$ cat src/rtl/btn_pkg.sv
`default_nettype none
// +--------------------------------------------------------------------+
// | btn_pkg                                                            |
// | Shared state type and prescaler helper for the button conditioner. |
// | Rev 1.0                                                            |
// +--------------------------------------------------------------------+
package btn_pkg;

  typedef enum logic [1:0] {
    RELEASED   = 2'd0,
    DB_PRESS   = 2'd1,
    PRESSED    = 2'd2,
    DB_RELEASE = 2'd3
  } btn_state_t;

  function automatic int calc_div(input int clk_hz, input int tick_hz);
    return clk_hz / tick_hz;
  endfunction

endpackage
`default_nettype wire

$ cat src/rtl/btn_conditioner_if.sv
`default_nettype none
// +--------------------------------------------------------------------+
// | btn_conditioner_if                                                 |
// | Raw button inputs and conditioned level/strobe outputs.            |
// | Rev 1.0                                                            |
// +--------------------------------------------------------------------+
interface btn_conditioner_if #(
  parameter int N_BTN = 4
);
  logic [N_BTN-1:0] btn_raw;
  logic [N_BTN-1:0] level;
  logic [N_BTN-1:0] press;
  // "release" is a reserved word, hence the suffix
  logic [N_BTN-1:0] release_p;
  logic [N_BTN-1:0] hold;

  modport master (
    output btn_raw,
    input  level,
    input  press,
    input  release_p,
    input  hold
  );

  modport slave (
    input  btn_raw,
    output level,
    output press,
    output release_p,
    output hold
  );
endinterface
`default_nettype wire

$ cat src/rtl/btn_channel.sv
`default_nettype none
// +--------------------------------------------------------------------+
// | btn_channel                                                        |
// | One input: 2-flop synchroniser, debounce FSM, long-press counter.  |
// | Rev 1.0                                                            |
// +--------------------------------------------------------------------+
module btn_channel
  import btn_pkg::*;
#(
  parameter int DEBOUNCE_TICKS = 10,
  parameter int HOLD_TICKS     = 1000
) (
  input  wire logic clk,
  input  wire logic rst,
  input  wire logic tick,
  input  wire logic btn_raw,
  output logic      level,
  output logic      press,
  output logic      release_p,
  output logic      hold
);

  localparam int DW = $clog2(DEBOUNCE_TICKS + 1);
  localparam int HW = $clog2(HOLD_TICKS + 1);
  localparam logic [DW-1:0] DB_LAST   = DW'(DEBOUNCE_TICKS - 1);
  localparam logic [HW-1:0] HOLD_LAST = HW'(HOLD_TICKS - 1);
  localparam logic [HW-1:0] HOLD_MAX  = HW'(HOLD_TICKS);

  logic          sync1_q, sync1_d;
  logic          sync2_q, sync2_d;
  btn_state_t    state_q, state_d;
  logic [DW-1:0] db_cnt_q, db_cnt_d;
  logic [HW-1:0] hold_cnt_q, hold_cnt_d;
  logic          level_q, level_d;
  logic          press_q, press_d;
  logic          release_q, release_d;
  logic          hold_q, hold_d;

  always_comb begin
    sync1_d    = btn_raw;
    sync2_d    = sync1_q;
    state_d    = state_q;
    db_cnt_d   = db_cnt_q;
    hold_cnt_d = hold_cnt_q;
    level_d    = level_q;
    press_d    = 1'b0;
    release_d  = 1'b0;
    hold_d     = 1'b0;

    case (state_q)
      RELEASED: begin
        level_d = 1'b0;
        if (sync2_q) begin
          state_d  = DB_PRESS;
          db_cnt_d = '0;
        end
      end
      DB_PRESS: begin
        // An input change wins over a coincident tick: the tick is dropped
        if (!sync2_q) begin
          state_d = RELEASED;
        end else if (tick) begin
          db_cnt_d = db_cnt_q + 1'b1;
          if (db_cnt_q == DB_LAST) begin
            state_d    = PRESSED;
            level_d    = 1'b1;
            press_d    = 1'b1;
            hold_cnt_d = '0;
          end
        end
      end
      PRESSED: begin
        level_d = 1'b1;
        // Hold counting is independent of the release check so both can fire together
        if (tick && (hold_cnt_q < HOLD_MAX)) begin
          hold_cnt_d = hold_cnt_q + 1'b1;
          hold_d     = (hold_cnt_q == HOLD_LAST);
        end
        if (!sync2_q) begin
          state_d  = DB_RELEASE;
          db_cnt_d = '0;
        end
      end
      DB_RELEASE: begin
        if (sync2_q) begin
          state_d = PRESSED;
        end else if (tick) begin
          db_cnt_d = db_cnt_q + 1'b1;
          if (db_cnt_q == DB_LAST) begin
            state_d   = RELEASED;
            level_d   = 1'b0;
            release_d = 1'b1;
          end
        end
      end
      default: state_d = RELEASED;
    endcase
  end

  always_ff @(posedge clk) begin
    if (rst) begin
      sync1_q    <= 1'b0;
      sync2_q    <= 1'b0;
      state_q    <= RELEASED;
      db_cnt_q   <= '0;
      hold_cnt_q <= '0;
      level_q    <= 1'b0;
      press_q    <= 1'b0;
      release_q  <= 1'b0;
      hold_q     <= 1'b0;
    end else begin
      sync1_q    <= sync1_d;
      sync2_q    <= sync2_d;
      state_q    <= state_d;
      db_cnt_q   <= db_cnt_d;
      hold_cnt_q <= hold_cnt_d;
      level_q    <= level_d;
      press_q    <= press_d;
      release_q  <= release_d;
      hold_q     <= hold_d;
    end
  end

  assign level     = level_q;
  assign press     = press_q;
  assign release_p = release_q;
  assign hold      = hold_q;

endmodule
`default_nettype wire

$ cat src/rtl/btn_conditioner.sv
`default_nettype none
// +--------------------------------------------------------------------+
// | btn_conditioner                                                    |
// | Shared debounce tick prescaler feeding N_BTN independent channels. |
// | Rev 1.0                                                            |
// +--------------------------------------------------------------------+
module btn_conditioner
  import btn_pkg::*;
#(
  parameter int N_BTN          = 4,
  parameter int CLK_HZ         = 100_000_000,
  parameter int TICK_HZ        = 1000,
  parameter int DEBOUNCE_TICKS = 10,
  parameter int HOLD_TICKS     = 1000
) (
  input  wire logic          clk,
  input  wire logic          rst,
  btn_conditioner_if.slave   bus
);

  localparam int DIV = calc_div(CLK_HZ, TICK_HZ);
  localparam int CW  = $clog2(DIV);
  localparam logic [CW-1:0] CNT_LAST = CW'(DIV - 1);

  logic [CW-1:0]    cnt_q, cnt_d;
  logic             tick;
  logic [N_BTN-1:0] level_w;
  logic [N_BTN-1:0] press_w;
  logic [N_BTN-1:0] release_w;
  logic [N_BTN-1:0] hold_w;

  always_comb begin
    tick  = (cnt_q == CNT_LAST);
    cnt_d = tick ? '0 : cnt_q + 1'b1;
  end

  always_ff @(posedge clk) begin
    if (rst) begin
      cnt_q <= '0;
    end else begin
      cnt_q <= cnt_d;
    end
  end

  for (genvar i = 0; i < N_BTN; i++) begin : g_ch
    btn_channel #(
      .DEBOUNCE_TICKS (DEBOUNCE_TICKS),
      .HOLD_TICKS     (HOLD_TICKS)
    ) u_ch (
      .clk       (clk),
      .rst       (rst),
      .tick      (tick),
      .btn_raw   (bus.btn_raw[i]),
      .level     (level_w[i]),
      .press     (press_w[i]),
      .release_p (release_w[i]),
      .hold      (hold_w[i])
    );
  end

  assign bus.level     = level_w;
  assign bus.press     = press_w;
  assign bus.release_p = release_w;
  assign bus.hold      = hold_w;

endmodule
`default_nettype wire

$ cat src/flat_wrapper.sv
// flat-port wrapper written by rule: the top's interface ports become plain ports
module btn_conditioner_flat import btn_pkg::*;
#(
  parameter int N_BTN          = 4,
  parameter int CLK_HZ         = 100_000_000,
  parameter int TICK_HZ        = 1000,
  parameter int DEBOUNCE_TICKS = 10,
  parameter int HOLD_TICKS     = 1000
)
  (clk, rst, bus_btn_raw, bus_level, bus_press, bus_release_p, bus_hold);
  btn_conditioner_if #(.N_BTN(N_BTN)) bus_i ();
  input  wire logic clk;
  input  wire logic rst;
  input wire logic [$bits(bus_i.btn_raw)-1:0] bus_btn_raw;
  output wire logic [$bits(bus_i.level)-1:0] bus_level;
  output wire logic [$bits(bus_i.press)-1:0] bus_press;
  output wire logic [$bits(bus_i.release_p)-1:0] bus_release_p;
  output wire logic [$bits(bus_i.hold)-1:0] bus_hold;
  assign bus_i.btn_raw = bus_btn_raw;
  assign bus_level = bus_i.level;
  assign bus_press = bus_i.press;
  assign bus_release_p = bus_i.release_p;
  assign bus_hold = bus_i.hold;
  btn_conditioner #(.N_BTN(N_BTN), .CLK_HZ(CLK_HZ), .TICK_HZ(TICK_HZ), .DEBOUNCE_TICKS(DEBOUNCE_TICKS), .HOLD_TICKS(HOLD_TICKS)) u_core (.clk(clk), .rst(rst), .bus(bus_i));
endmodule
$ cat config.mk
export PLATFORM = sky130hd
export DESIGN_NAME = btn_conditioner_flat
export DESIGN_NICKNAME = d
export VERILOG_FILES = /design/src/rtl/btn_pkg.sv /design/src/rtl/btn_conditioner_if.sv /design/src/rtl/btn_channel.sv /design/src/rtl/btn_conditioner.sv /design/src/flat_wrapper.sv
export SDC_FILE = /design/constraint.sdc
export NUM_CORES = 1
export LEC_CHECK = 0
export ABC_AREA = 1
export CAP_MARGIN = 0
export CORE_AREA = 4 4 105 107
export DETAILED_ROUTE_END_ITERATION = 6
export DIE_AREA = 0 0 109 111
export GPL_TIMING_DRIVEN = 1
export MAX_ROUTING_LAYER = met4
export PLACE_DENSITY = 0.87
export SKIP_CTS_REPAIR_TIMING = 1
export SLEW_MARGIN = 40
export SYNTH_ARGS = -nofsm -noshare
export SYNTH_HDL_FRONTEND = slang
export SYNTH_SLANG_ARGS = --single-unit
$ cat constraint.sdc
create_clock -name clk -period 3.33 [get_ports clk]
set_input_delay 0.666 -clock clk [delete_from_list [all_inputs] [get_ports clk]]
set_output_delay 0.666 -clock clk [all_outputs]
set_load 0.01 [all_outputs]
==> metrics list, run 1 <==
- The flow ran to the end, and the final reports show no timing, DRC or antenna violations.
- Synthesis produced a netlist whose cell count is 898.
- For the final database, setup skew stands at 0.0171 ns.
* Clk Tree Root Cell: sky130_fd_sc_hd__clkbuf_8
- Most common library cell in the layout ignoring fill and taps: sky130_fd_sc_hd__nand2_1
* Number of filler instances in the final layout: 922
* Data arrival time at the worst-slack endpoint: 2.46 ns
- Setup repair after global routing left no endpoint under its margin.
- Syn Std Cell Area: 5920 um2
- Total power divided by cell area: 596 nW/um2
- The initial antenna violation count is 0.
- In the synthesized netlist the dominant register cell turns out to be sky130_fd_sc_hd__dfxtp_1.
* Count of endpoints failing hold in the final timing report: 0
- Total routed wirelength: 11700 um
- Worst-path maximum fanout: 14
- The total overflow left after global routing is 0.
- Number of max-capacitance violations reported: 0
- Clock tree from TritonCTS: yes
* Max-slew violation count: 0
* Start-to-end type of the worst setup path: flop to flop
- Max-slew headroom at the worst pin: 0.418
- Endpoint class of the critical path: flop
- In the routed design, unresolved DRC markers number 0.
* Maximum number of pins on one net before global-route repair: 47
- Fraction of synthesized cell area taken by the top area cell type: 0.355
- Clock tree synthesis inserted a total of 9 buffers.
* Maximum clock frequency: 459 MHz
- Critical Path Source Type: flop
- The clock net in this run drives a total of 105 sinks.
* Layout Area Growth over Synthesis: 6.79%
- Across every metal layer, demand over resource in global routing totals 0.204.
- In the finished design, the share of the clock period the worst path needs comes to 0.654.
- Global-route wire length before repair: 19900 um
- Dividing the detail-routed wire length by the instance count gives 11.2 um.
- The count of buffers added on input and output ports is 21.
* Most frequent cells in the layout: sky130_fd_sc_hd__nand2_1 (192), sky130_fd_sc_hd__nor2_1 (161), sky130_fd_sc_hd__inv_1 (119)
- The first detailed-routing pass ran for 5 iterations.
* Post-layout power: 0.00377 W
* Number of core rows: 37
- Vias in the first global route: 4749
- In the routed layout, each cell is associated on average with a via count of 5.09.
* Worst-margin pin slew: 0.866 ns
- Count of flip-flops with a built-in enable after synthesis: 0
- By area the synthesized netlist is led by sky130_fd_sc_hd__dfxtp_1 (36%), sky130_fd_sc_hd__nand2_1 (12%), sky130_fd_sc_hd__nor2_1 (10%).
* Worst path required time: 3.61 ns
* Clock edge transition at the registers on the reported setup and hold paths: 0.11 ns
- Summed over all nets, the half-perimeter wirelength after detailed placement is 8470 um.
- Hold Crit Class: flop to flop
* Post-DRT Antenna Nets: 0
- From bottom edge to top edge, the die measures 111 um.
- Worst-case clock buffer depth: 2
- The share of the Yosys chip area taken by registers is 0.355.
* I/O pin total: 22
- Routed via count: 5303
* Effective utilization at floorplan: 0.584
- Each instance of the synthesized netlist takes up on average 6.59 um2.
- Routability Congestion: 0.901
* Setup violators final: 0
- Die width: 109 um
* Warnings from Yosys: 0
* Distinct cells, synth: 39
- Syn Nets: 933
* Leakage power of the design: 2.67 nW
- Core footprint: 10100 um2
* Number of DRC markers in iteration 0: 315
* Clock insertion delay at the later pin of the skew report: 0.38 ns
* Setup_tns: 0 ns
* FF+latch count, synth: 105
- In the final layout, flip-flops and latches occupy 2100 um2.
- Cell taking the most area after synthesis: sky130_fd_sc_hd__dfxtp_1
- CTS built an H-tree with a depth of 3.
- IR analysis of the VDD net gives a maximum drop of 271 uV.
- Share of flip-flops with an asynchronous set or reset after synthesis: 0
* Total area of multi-input combinational cells: 3150 um2
- Layout cells sized above 1: 0.0585
* Minimum clock period: 2.18 ns
- At the end of the flow, the number of nets in the layout was 936.
- Die outline area: 12100 um2
- Final antenna diode count: 0
==> per-stage QoR <==
step | hold WS [ns] | utilization | cell area, um2 | worst slack, ns | cells
final | 0.409 | 0.623 | 6320 | 1.15 | 1042
after global routing | 0.431 | 0.623 | 6320 | 0.937 | 1042
after floorplan | 0.388 | - | 5920 | 1.71 | 898
after detailed placement | 0.398 | 0.605 | 6130 | 1.16 | 1026
after global placement | 0.391 | 0.605 | 6130 | 1.18 | 1026
after CTS | 0.411 | 0.623 | 6320 | 1.19 | 1042
==> worst max-delay path, stage by stage, from the launching register on <==
cell and delay [ns]:
sky130_fd_sc_hd__dfxtp_1 0.36, sky130_fd_sc_hd__ha_1 0.18, sky130_fd_sc_hd__nand2_1 0.10, sky130_fd_sc_hd__nor2_2 0.15, sky130_fd_sc_hd__nand3_2 0.11, sky130_fd_sc_hd__nor2_4 0.42, sky130_fd_sc_hd__nand2_1 0.15, sky130_fd_sc_hd__nand2_1 0.24
sky130_fd_sc_hd__nand2_4 0.13, sky130_fd_sc_hd__o21ai_0 0.19, sky130_fd_sc_hd__nor2_1 0.07
==> final cells by class <==
| cell class | instances | area share |
|---|---|---|
| clock buffer | 12 | 0.0214 |
| clock inverter | 4 | 0.00832 |
| inverter | 125 | 0.0752 |
| multi-input combinational | 637 | 0.498 |
| sequential | 105 | 0.333 |
| tap | 136 | 0.0269 |
| timing repair buffer | 23 | 0.0376 |
==> power by group <==
| part | internal [W] | total [W] | switching, W |
|---|---|---|---|
| Sequential | 0.00145 | 0.00164 | 0.000189 |
| Combinational | 0.000474 | 0.00135 | 0.000874 |
| Clock | 0.000352 | 0.000782 | 0.000430 |
==> cell usage after synthesis (2+ instances only) <==
cell	n
sky130_fd_sc_hd__nand3_2	2
sky130_fd_sc_hd__nand2_2	13
sky130_fd_sc_hd__ha_1	29
sky130_fd_sc_hd__o21ai_0	49
sky130_fd_sc_hd__o21a_1	2
sky130_fd_sc_hd__inv_1	119
sky130_fd_sc_hd__buf_4	17
sky130_fd_sc_hd__nand4_1	15
sky130_fd_sc_hd__nor3_2	2
sky130_fd_sc_hd__clkbuf_1	9
sky130_fd_sc_hd__nand2_4	5
sky130_fd_sc_hd__dfxtp_1	105
sky130_fd_sc_hd__a21oi_1	39
sky130_fd_sc_hd__nor2_2	6
sky130_fd_sc_hd__o21bai_1	2
sky130_fd_sc_hd__buf_2	2
sky130_fd_sc_hd__nand3_1	74
sky130_fd_sc_hd__nor2_1	161
sky130_fd_sc_hd__or2_2	2
sky130_fd_sc_hd__xor2_1	8
sky130_fd_sc_hd__nand2_1	192
sky130_fd_sc_hd__nor4_1	2
sky130_fd_sc_hd__nor3_1	21
sky130_fd_sc_hd__or2_0	3
sky130_fd_sc_hd__buf_1	2
sky130_fd_sc_hd__inv_2	4
==> layer usage <==
layer / GRT usage / vias up / wire length, um
met5: - / - / 0
met4: 0.0513 / 0 / 115
met3: 0.0495 / 12 / 540
met2: 0.339 / 99 / 5530
met1: 0.246 / 2370 / 5480
li1: - / 2822 / -
==> path summary, 6_finish.rpt <==
| path | from | to | slack [ns] | cells after the start |
|---|---|---|---|---|
| worst max-delay path | u_core.cnt_q[0]$_SDFF_PP0_ | u_core.g_ch[1].u_ch.hold_cnt_q[0]$_SDFFE_PP0P_ | 1.15 | 10 |
| worst min-delay path | u_core.g_ch[2].u_ch.sync1_q$_SDFF_PP0_ | u_core.g_ch[2].u_ch.sync2_q$_SDFF_PP0_ | 0.41 | 2 |
| worst max register to register | u_core.cnt_q[0]$_SDFF_PP0_ | u_core.g_ch[1].u_ch.hold_cnt_q[0]$_SDFFE_PP0P_ | 1.15 | 10 |
| worst min register to register | u_core.g_ch[2].u_ch.sync1_q$_SDFF_PP0_ | u_core.g_ch[2].u_ch.sync2_q$_SDFF_PP0_ | 0.41 | 2 |
==> state kept, by name, summed over array words and instances (netlist names), named ones only <==
register and count:
u_core.g_ch.u_ch.db_cnt_q 16, u_core.cnt_q 17, u_core.g_ch.u_ch.sync1_q 4, u_core.g_ch.u_ch.hold_cnt_q 40
u_core.g_ch.u_ch.press 4, u_core.g_ch.u_ch.state_q 4, u_core.g_ch.u_ch.hold 4, u_core.g_ch.u_ch.level 4
u_core.g_ch.u_ch.release_p 4, u_core.g_ch.u_ch.sync2_q 4
==> logic make-up (layout without fill, tap and decap cells) <==
logic type | count (synthesis) | after routing | synth area share
buffers and inverters | 156 | 164 | 0.113
AND/OR/NAND/NOR | 504 | 504 | 0.374
XOR/XNOR | 9 | 9 | 0.0133
AO/OA/AOI/OAI | 95 | 95 | 0.0833
flip-flops | 105 | 105 | 0.355
adder cells (fa/ha/maj) | 29 | 29 | 0.0613
(Power assumes the default switching activity.)
==> run 2: changes to the inputs <==
--- a/config.mk
+++ b/config.mk
@@ -7,12 +7,12 @@
 export LEC_CHECK = 0
 export ABC_AREA = 1
 export CAP_MARGIN = 0
-export CORE_AREA = 4 4 105 107
+export CORE_AREA = 4 4 108 110
 export DETAILED_ROUTE_END_ITERATION = 6
-export DIE_AREA = 0 0 109 111
+export DIE_AREA = 0 0 112 114
 export GPL_TIMING_DRIVEN = 1
 export MAX_ROUTING_LAYER = met4
-export PLACE_DENSITY = 0.87
+export PLACE_DENSITY = 0.86
 export SKIP_CTS_REPAIR_TIMING = 1
 export SLEW_MARGIN = 40
 export SYNTH_ARGS = -nofsm -noshare
==> constraint.sdc (replaced) <==
create_clock -name clk -period 1.8 [get_ports clk]
set_input_delay 0.36 -clock clk [delete_from_list [all_inputs] [get_ports clk]]
set_output_delay 0.36 -clock clk [all_outputs]
set_load 0.01 [all_outputs]
==> run 2 against run 1 <==
The flow now finishes with violations (setup timing). Clock power rose by 82%. Sequential share of layout area fell by 3.7 points. Via count rose by 7.6%. Die area up 5.5%. Critical path type unchanged. Largest power group is now combinational logic.
==> metrics list, run 2 (synthesized netlist as in run 1, its figures left out) <==
- The total negative setup slack came to -0.180 ns (-0.180 ns).
- Post-DR wirelength/cell: 12.6 um (+13%)
- Number of I/O port buffers: 21 (unchanged)
* Die outline area: 12800 um2 (+5.5%)
- Routability Congestion: 0.913 (+1.3%)
* Fin worst setup slack: -0.0653 ns (-1.22 ns)
- The critical path required time came to 2.07 ns (-1.54 ns).
* Effective utilization at floorplan: 0.553 (-0.0305)
- TritonCTS built the clock tree.
- Estimated wirelength of the detail-placed design: 8800 um (+3.9%)
* Number of DRC markers in iteration 0: 366 (+16%)
- The length in cells of the worst reg-to-reg path came to 12 (+2).
- Layout Area Growth over Synthesis: 20.2%
- Leakage power of the design: 3.02 nW (+13%)
* Core footprint: 10700 um2 (+5.5%)
- The highest attainable clock frequency was 536 MHz (+17%).
- Ranked by flip-flop count, first place goes to u_core.g_ch.u_ch.hold_cnt_q.
- The first-pass iteration count of the detailed router is 5 (unchanged).
- Minimum clock period: 1.87 ns (-0.313 ns)
- The share of the clock period used by the worst path is 1.04 (+0.382).
- Worst slack at placement: -0.0153 ns (-1.17 ns)
* Max IR drop VDD: 493 uV (+82%)
- End of the critical path: u_core.g_ch[0].u_ch.hold_cnt_q[4]$_SDFFE_PP0P_
- Number of max-capacitance violations reported: 0 (unchanged)
* Endpoint class of the critical path: flop
- The x dimension of the die was 112 um (+2.8%).
- The flip-flop count of the largest register after layout was 40 (unchanged).
- Master of the slowest instance on the critical path: sky130_fd_sc_hd__dfxtp_2
- The tree is rooted in a sky130_fd_sc_hd__clkbuf_8.
- CTS H-tree depth: 3 (unchanged)
- The remaining routing DRC violations came to 0 (unchanged).
- Routed via count: 5707 (+7.6%)
- Fin Clk Skew: 0.0181 ns (+0.000918 ns)
- Top Registers: u_core.g_ch.u_ch.hold_cnt_q: 40 flops, u_core.cnt_q: 17 flops, u_core.g_ch.u_ch.db_cnt_q: 16 flops
- The number of diodes added for antenna fixing is 0 (unchanged).
- Aggregate global-route resource usage: 0.197 (-0.00667)
- The actual slew at the worst max-slew pin is 0.435 ns (-0.431 ns).
* Longest individual stage delay on the worst path: 0.37 ns (-0.05 ns)
* Vias in the first global route: 4976 (+4.8%)
* Violated checks: setup timing
- The I/O pin count came to 22 (unchanged).
* Result of the run: finished with violations
- Total Nets Final: 976 (+4.3%)
- Cell breakdown of the critical path: ha_4 -> nand2_4 -> nor2_4 -> nand3_2 -> nor2_4 -> buf_12 -> nand2_4 -> nand2_8 -> clkbuf_16 -> nand3_1 -> nand2_1 -> nor2_2
* Cell count of the worst hold path: 2 (unchanged)
- STA classifies the critical path startpoint as a flop.
- The maximum fanout along the worst path came to 5 (-9).
- The overflow left after global routing is 0 (unchanged).
- The routed wire length is 13700 um (+18%).
- Data arrival time at the worst-slack endpoint: 2.14 ns (-0.32 ns)
- The power density of the placed cells came to 1090 nW/um2 (+83%).
- Number of antenna violations at the first check in global routing: 0 (unchanged)
* Launching point of the worst reg2reg path: u_core.cnt_q[0]$_SDFF_PP0_
* Die Y-Extent: 114 um (+2.7%)
- Hold Crit Class: flop to flop
- Most common library cell in the layout ignoring fill and taps: sky130_fd_sc_hd__nand2_1
- The residual antenna-violating net count after detailed routing came to 0 (unchanged).
* Start-to-end type of the worst setup path: flop to flop
- The number of buffers between clock root and the deepest sink came to 2 (unchanged).
* Setup violators final: 8 (+8)
* Number of CTS-inserted buffers: 9 (unchanged)
- Cell area reported after detailed placement: 6370 um2 (+3.8%)
* Clock edge transition at the registers on the reported setup and hold paths: 0.11 ns (about the same)
* Crit Reg-Reg Endpoint: u_core.g_ch[0].u_ch.hold_cnt_q[4]$_SDFFE_PP0P_
* Most frequent cells in the layout: sky130_fd_sc_hd__nand2_1 (172), sky130_fd_sc_hd__nor2_1 (155), sky130_fd_sc_hd__inv_1 (118)
- Unrepaired setup endpoints after global routing: true
- Post-route standard cell area excluding fillers: 7110 um2 (+13%)
- The first-pass GRT wire length is 21000 um (+5.9%).
- The critical path starts at u_core.cnt_q[0]$_SDFF_PP0_.
- Max-slew headroom at the worst pin: 0.707 (+0.289)
* Detail-routed via count per cell: 5.26 (+3.3%)
- Layout cells sized above 1: 0.164 (+0.105)
* Worst setup slack for register-to-register paths: -0.07 ns (-1.22 ns)
* Count of placed standard cells including taps: 1059 (+3.2%)
- Number of cells in the finished layout apart from fillers: 1086 (+4.2%)
- Count of endpoints failing hold in the final timing report: 0 (unchanged)
- Max-slew violation count: 0 (unchanged)
- Clock insertion delay at the later pin of the skew report: 0.37 ns (about the same)
* Maximum number of pins on one net before global-route repair: 21 (-55%)
- The total clock sinks came to 105 (unchanged).
- Number of core rows: 38 (+2.7%)
[run 2: changes by cell type in the layout (fill, tap and decap cells not counted), moves of 5 or more]
cell	before	now
sky130_fd_sc_hd__a21oi_1	39	30
sky130_fd_sc_hd__buf_4	1	30
sky130_fd_sc_hd__nand2_4	5	19
sky130_fd_sc_hd__buf_6	0	6
sky130_fd_sc_hd__o21ai_1	1	9
sky130_fd_sc_hd__o21ai_0	49	29
sky130_fd_sc_hd__nor2_1	161	155
sky130_fd_sc_hd__nor2_4	1	6
sky130_fd_sc_hd__a21oi_2	0	8
sky130_fd_sc_hd__nand3_2	2	9
sky130_fd_sc_hd__nand3_1	74	67
sky130_fd_sc_hd__nand2_1	192	172
sky130_fd_sc_hd__o21ai_2	0	12
sky130_fd_sc_hd__nand2_8	0	6
[run 2: through the flow]
step / hold WS (ns) / total power [W] / utilization
after floorplan: 0.388 / 0.00501 / -
after detailed placement: 0.397 / 0.00567 / 0.595
final: 0.409 / 0.00774 / 0.665
after CTS: 0.401 / 0.00709 / 0.613
after global routing: 0.426 / 0.00833 / 0.665
after global placement: 0.389 / 0.00558 / 0.595
[run 2: final cells by class]
cell class / count / area, um2
fillers: 840 / 3590
multi-input cells: 637 / 3520
flip-flops and latches: 105 / 2110
repair buffers: 62 / 613
inverters: 125 / 499
well taps: 140 / 175
clock buffers: 10 / 138
clock inverters: 6 / 50.0
repair inverters: 1 / 7.51
[run 2: how the worst min path moves through the flow]
stage | startpoint | to | slack (ns)
final | u_core.g_ch[0].u_ch.sync1_q$_SDFF_PP0_ | u_core.g_ch[0].u_ch.sync2_q$_SDFF_PP0_ | 0.41
after global routing | u_core.g_ch[0].u_ch.sync1_q$_SDFF_PP0_ | u_core.g_ch[0].u_ch.sync2_q$_SDFF_PP0_ | 0.43
after CTS | u_core.g_ch[0].u_ch.sync1_q$_SDFF_PP0_ | u_core.g_ch[0].u_ch.sync2_q$_SDFF_PP0_ | 0.40
after detailed placement | u_core.g_ch[0].u_ch.sync1_q$_SDFF_PP0_ | u_core.g_ch[0].u_ch.sync2_q$_SDFF_PP0_ | 0.40
after global placement | u_core.g_ch[1].u_ch.sync1_q$_SDFF_PP0_ | u_core.g_ch[1].u_ch.sync2_q$_SDFF_PP0_ | 0.39
after floorplan | u_core.g_ch[0].u_ch.sync1_q$_SDFF_PP0_ | u_core.g_ch[0].u_ch.sync2_q$_SDFF_PP0_ | 0.39
[run 2: where the power goes]
part | internal (W) | switching [W]
Combinational | 0.00124 | 0.00204
Sequential | 0.00269 | 0.000365
Clock | 0.000562 | 0.000853
Total | 0.00449 | 0.00325
[run 2: critical path: cells and delay by family (launching register included)]
family	cells	cell delay, ns
and+or+nand+nor	9	0.92
DFF	1	0.37
buffers and inverters	2	0.31
adders and majority gates	1	0.14
[run 2: metal layers]
layer,share of wire,track usage,vias up
met5,0,-,-
met4,0.014,0.0569,0
met3,0.045,0.0207,19
met2,0.50,0.338,169
met1,0.44,0.249,2610
li1,-,-,2909
==> run 3: changes to the inputs <==
--- a/config.mk
+++ b/config.mk
@@ -13,6 +13,7 @@
 export GPL_TIMING_DRIVEN = 1
 export MAX_ROUTING_LAYER = met4
 export PLACE_DENSITY = 0.86
+export SETUP_SLACK_MARGIN = 0.2
 export SKIP_CTS_REPAIR_TIMING = 1
 export SLEW_MARGIN = 40
 export SYNTH_ARGS = -nofsm -noshare
==> run 3 against run 2 <==
The run still ends with setup timing left. Via count rose by 3.1%. First-iteration DRC count rose by 7.1%. Wire length rose by 10%. Global-route usage fell by 0.21 points. Core utilization rose by 3.1 points. Final area rose by 4.7%. Critical path type unchanged. Largest power group unchanged.
==> metrics list, run 3 (synthesized netlist as in run 1, its figures left out) <==
* Worst-margin pin slew: 0.463 ns (+0.0282 ns)
- Leakage power of the design: 3.33 nW (+10%)
- The total CTS buffers is 9 (unchanged).
- Worst-case clock buffer depth: 2 (unchanged)
- Flip-flop count of the largest register, all copies and words added: 40 (unchanged)
- The power density of the placed cells was 1070 nW/um2 (-1.7%).
- Register ranked first by flip-flop count: u_core.g_ch.u_ch.hold_cnt_q
* Maximum number of pins on one net before global-route repair: 38 (+81%)
- The average routed wire per standard cell is 13.9 um (+9.8%).
* Endpoint class of the critical path: flop
- The x dimension of the die came to 112 um (unchanged).
- The number of buffers and inverters on the critical path was 2 (unchanged).
- The total routing usage reported by global routing is 0.195 (-0.00212).
- Worst-path maximum fanout: 5 (unchanged)
- The placement row count was 38 (unchanged).
* Routed via count: 5886 (+3.1%)
- Clk Tree Root Cell: sky130_fd_sc_hd__clkbuf_8
- Hold Crit Class: flop to flop
- The post-route worst setup slack is -0.0816 ns (-0.0163 ns).
- The largest individual stage delay along the critical path comes from the cell sky130_fd_sc_hd__dfxtp_4.
- Max IR drop VDD: 495 uV (+0.48%)
- The library cells used most frequently in the layout, excluding fill and tap cells, are sky130_fd_sc_hd__nand2_1 (166), sky130_fd_sc_hd__nor2_1 (142), sky130_fd_sc_hd__inv_1 (117).
- Number of clock sinks: 105 (unchanged)
* Worst path required time: 2.08 ns (about the same)
- Routability Congestion: 0.927 (+1.5%)
- The kind of cell with the highest combined delay along the critical path is simple AND/OR/NAND/NOR gates.
- Data arrival time at the worst-slack endpoint: 2.16 ns (+0.02 ns)
* Layout Area Growth over Synthesis: 25.9%
- Number of max-capacitance violations reported: 0 (unchanged)
- The final critical-path required period came to 1.88 ns (+0.0163 ns).
- The residual antenna-violating net count after detailed routing came to 0 (unchanged).
* Max-slew violation count: 0 (unchanged)
- TritonCTS built the clock tree.
- Longest individual stage delay on the worst path: 0.37 ns (about the same)
- Clock insertion delay at the later pin of the skew report: 0.39 ns (+0.02 ns)
* Critical Path Source Type: flop
* Final cell utilization of the core: 0.696 (+0.0315)
* Post-layout power: 0.00797 W (+2.9%)
* Final worst-path cycle share: 1.05 (+0.00906)
- The I/O pin count is 22 (unchanged).
* Die outline area: 12800 um2 (unchanged)
- Layout cells sized above 1: 0.216 (+0.0525)
- Number of antenna violations at the first check in global routing: 0 (unchanged)
* Count of placed standard cells including taps: 1057 (-0.19%)
- Post-route DRC: 0 (unchanged)
* Global-route wire length before repair: 20400 um (-2.8%)
* Violated checks: setup timing
* CTS H-tree depth: 3 (unchanged)
- The largest registers in the layout are u_core.g_ch.u_ch.hold_cnt_q: 40 flops, u_core.cnt_q: 17 flops, u_core.g_ch.u_ch.db_cnt_q: 16 flops.
- Estimated wirelength of the detail-placed design: 8780 um (-0.21%)
- Traced cell by cell, the critical path runs through ha_4 -> nand2_4 -> nor2_4 -> nand3_2 -> nor2_4 -> buf_12 -> nand2_8 -> nand2_8 -> buf_6 -> nand3_2 -> nand2_1 -> nor2_1.
- Overflow left after global routing: 0 (unchanged)
- The headroom to the max-slew limit came to 0.690 (-0.0171).
- Start-to-end type of the worst setup path: flop to flop
- The number of fill cells is 759 (-9.6%).
- Number of DRC markers in iteration 0: 392 (+7.1%)
- Die Y-Extent: 114 um (unchanged)
- Total Nets Final: 983 (+0.72%)
* Most common library cell in the layout ignoring fill and taps: sky130_fd_sc_hd__nand2_1
- Number of I/O port buffers: 21 (unchanged)
* Vias in the first global route: 4845 (-2.6%)
- The setup-violating endpoint count in the final report was 19 (+11).
- The worst clock skew on the final layout came to 0.0158 ns (-0.00230 ns).
* Total routed wirelength: 15200 um (+10%)
* Detail-routed via count per cell: 5.39 (+2.6%)
- Effective utilization at floorplan: 0.553 (unchanged)
- Setup repair after global routing could not meet its margin everywhere.
* Core footprint: 10700 um2 (unchanged)
- Clock edge transition at the registers on the reported setup and hold paths: 0.10 ns (about the same)
- Detailed-routing iteration count for the pre-antenna-repair pass: 5 (unchanged)
* Minimum hold slack: 0.395 ns (-0.0139 ns)
- Result of the run: finished with violations
- The number of diodes added for antenna fixing was 0 (unchanged).
* Number of cells in the finished layout apart from fillers: 1092 (+0.55%)
- Maximum clock frequency: 531 MHz (-0.87%)
* Count of endpoints failing hold in the final timing report: 0 (unchanged)
## run 3: cell types whose count changed in the layout (fill, tap and decap cells not counted), moves of 9 or more
cell | previous run | this run
sky130_fd_sc_hd__nor2_2 | 7 | 18
sky130_fd_sc_hd__nand3_1 | 67 | 57
sky130_fd_sc_hd__nor2_1 | 155 | 142
sky130_fd_sc_hd__nand3_2 | 9 | 18
sky130_fd_sc_hd__dlymetal6s2s_1 | 0 | 16
sky130_fd_sc_hd__clkdlybuf4s50_1 | 21 | 5
## run 3: worst paths after layout
kind | cells past startpoint | end | startpoint | slack [ns]
max | 12 | u_core.g_ch[2].u_ch.hold_cnt_q[8]$_SDFFE_PP0P_ | u_core.cnt_q[0]$_SDFF_PP0_ | -0.08
min | 2 | u_core.g_ch[2].u_ch.sync2_q$_SDFF_PP0_ | u_core.g_ch[2].u_ch.sync1_q$_SDFF_PP0_ | 0.40
max reg2reg | 12 | u_core.g_ch[2].u_ch.hold_cnt_q[8]$_SDFFE_PP0P_ | u_core.cnt_q[0]$_SDFF_PP0_ | -0.08
min reg2reg | 2 | u_core.g_ch[2].u_ch.sync2_q$_SDFF_PP0_ | u_core.g_ch[2].u_ch.sync1_q$_SDFF_PP0_ | 0.40
## run 3: where the power goes
part	total, W	switching [W]	internal (W)
sequential	0.00306	0.000376	0.00269
combinational	0.00358	0.00223	0.00135
clock	0.00133	0.000797	0.000531
## run 3: worst min-delay path, cell delays in order (launching register included)
cell and delay (ns):
sky130_fd_sc_hd__dfxtp_1 0.31, sky130_fd_sc_hd__inv_1 0.04, sky130_fd_sc_hd__nor2_1 0.03
## run 3: through the flow
stage	worst slack, ns	setup TNS, ns	instance area (um2)
final	-0.0816	-0.364	7450
after global routing	-0.119	-3.22	7450
after CTS	0.00310	0	6560
after detailed placement	0.0398	0	6400
after global placement	0.0635	0	6400
after floorplan	0.201	0	5940
## run 3: metal layers
layer | part of all wire | GRT usage | wire [um]
met5 | 0 | - | 0
met4 | 0.041 | 0.0625 | 626
met3 | 0.049 | 0.0361 | 738
met2 | 0.49 | 0.329 | 7460
met1 | 0.42 | 0.237 | 6330
## run 3: final cells by class
| type | instances | area [um2] | area share |
|---|---|---|---|
| tap | 140 | 175 | 0.0235 |
| clock inverter | 3 | 17.5 | 0.00235 |
| multi-input combinational | 639 | 3770 | 0.507 |
| inverter | 125 | 494 | 0.0664 |
| clock buffer | 12 | 145 | 0.0195 |
| sequential | 105 | 2110 | 0.284 |
| timing repair buffer | 68 | 728 | 0.0978 |
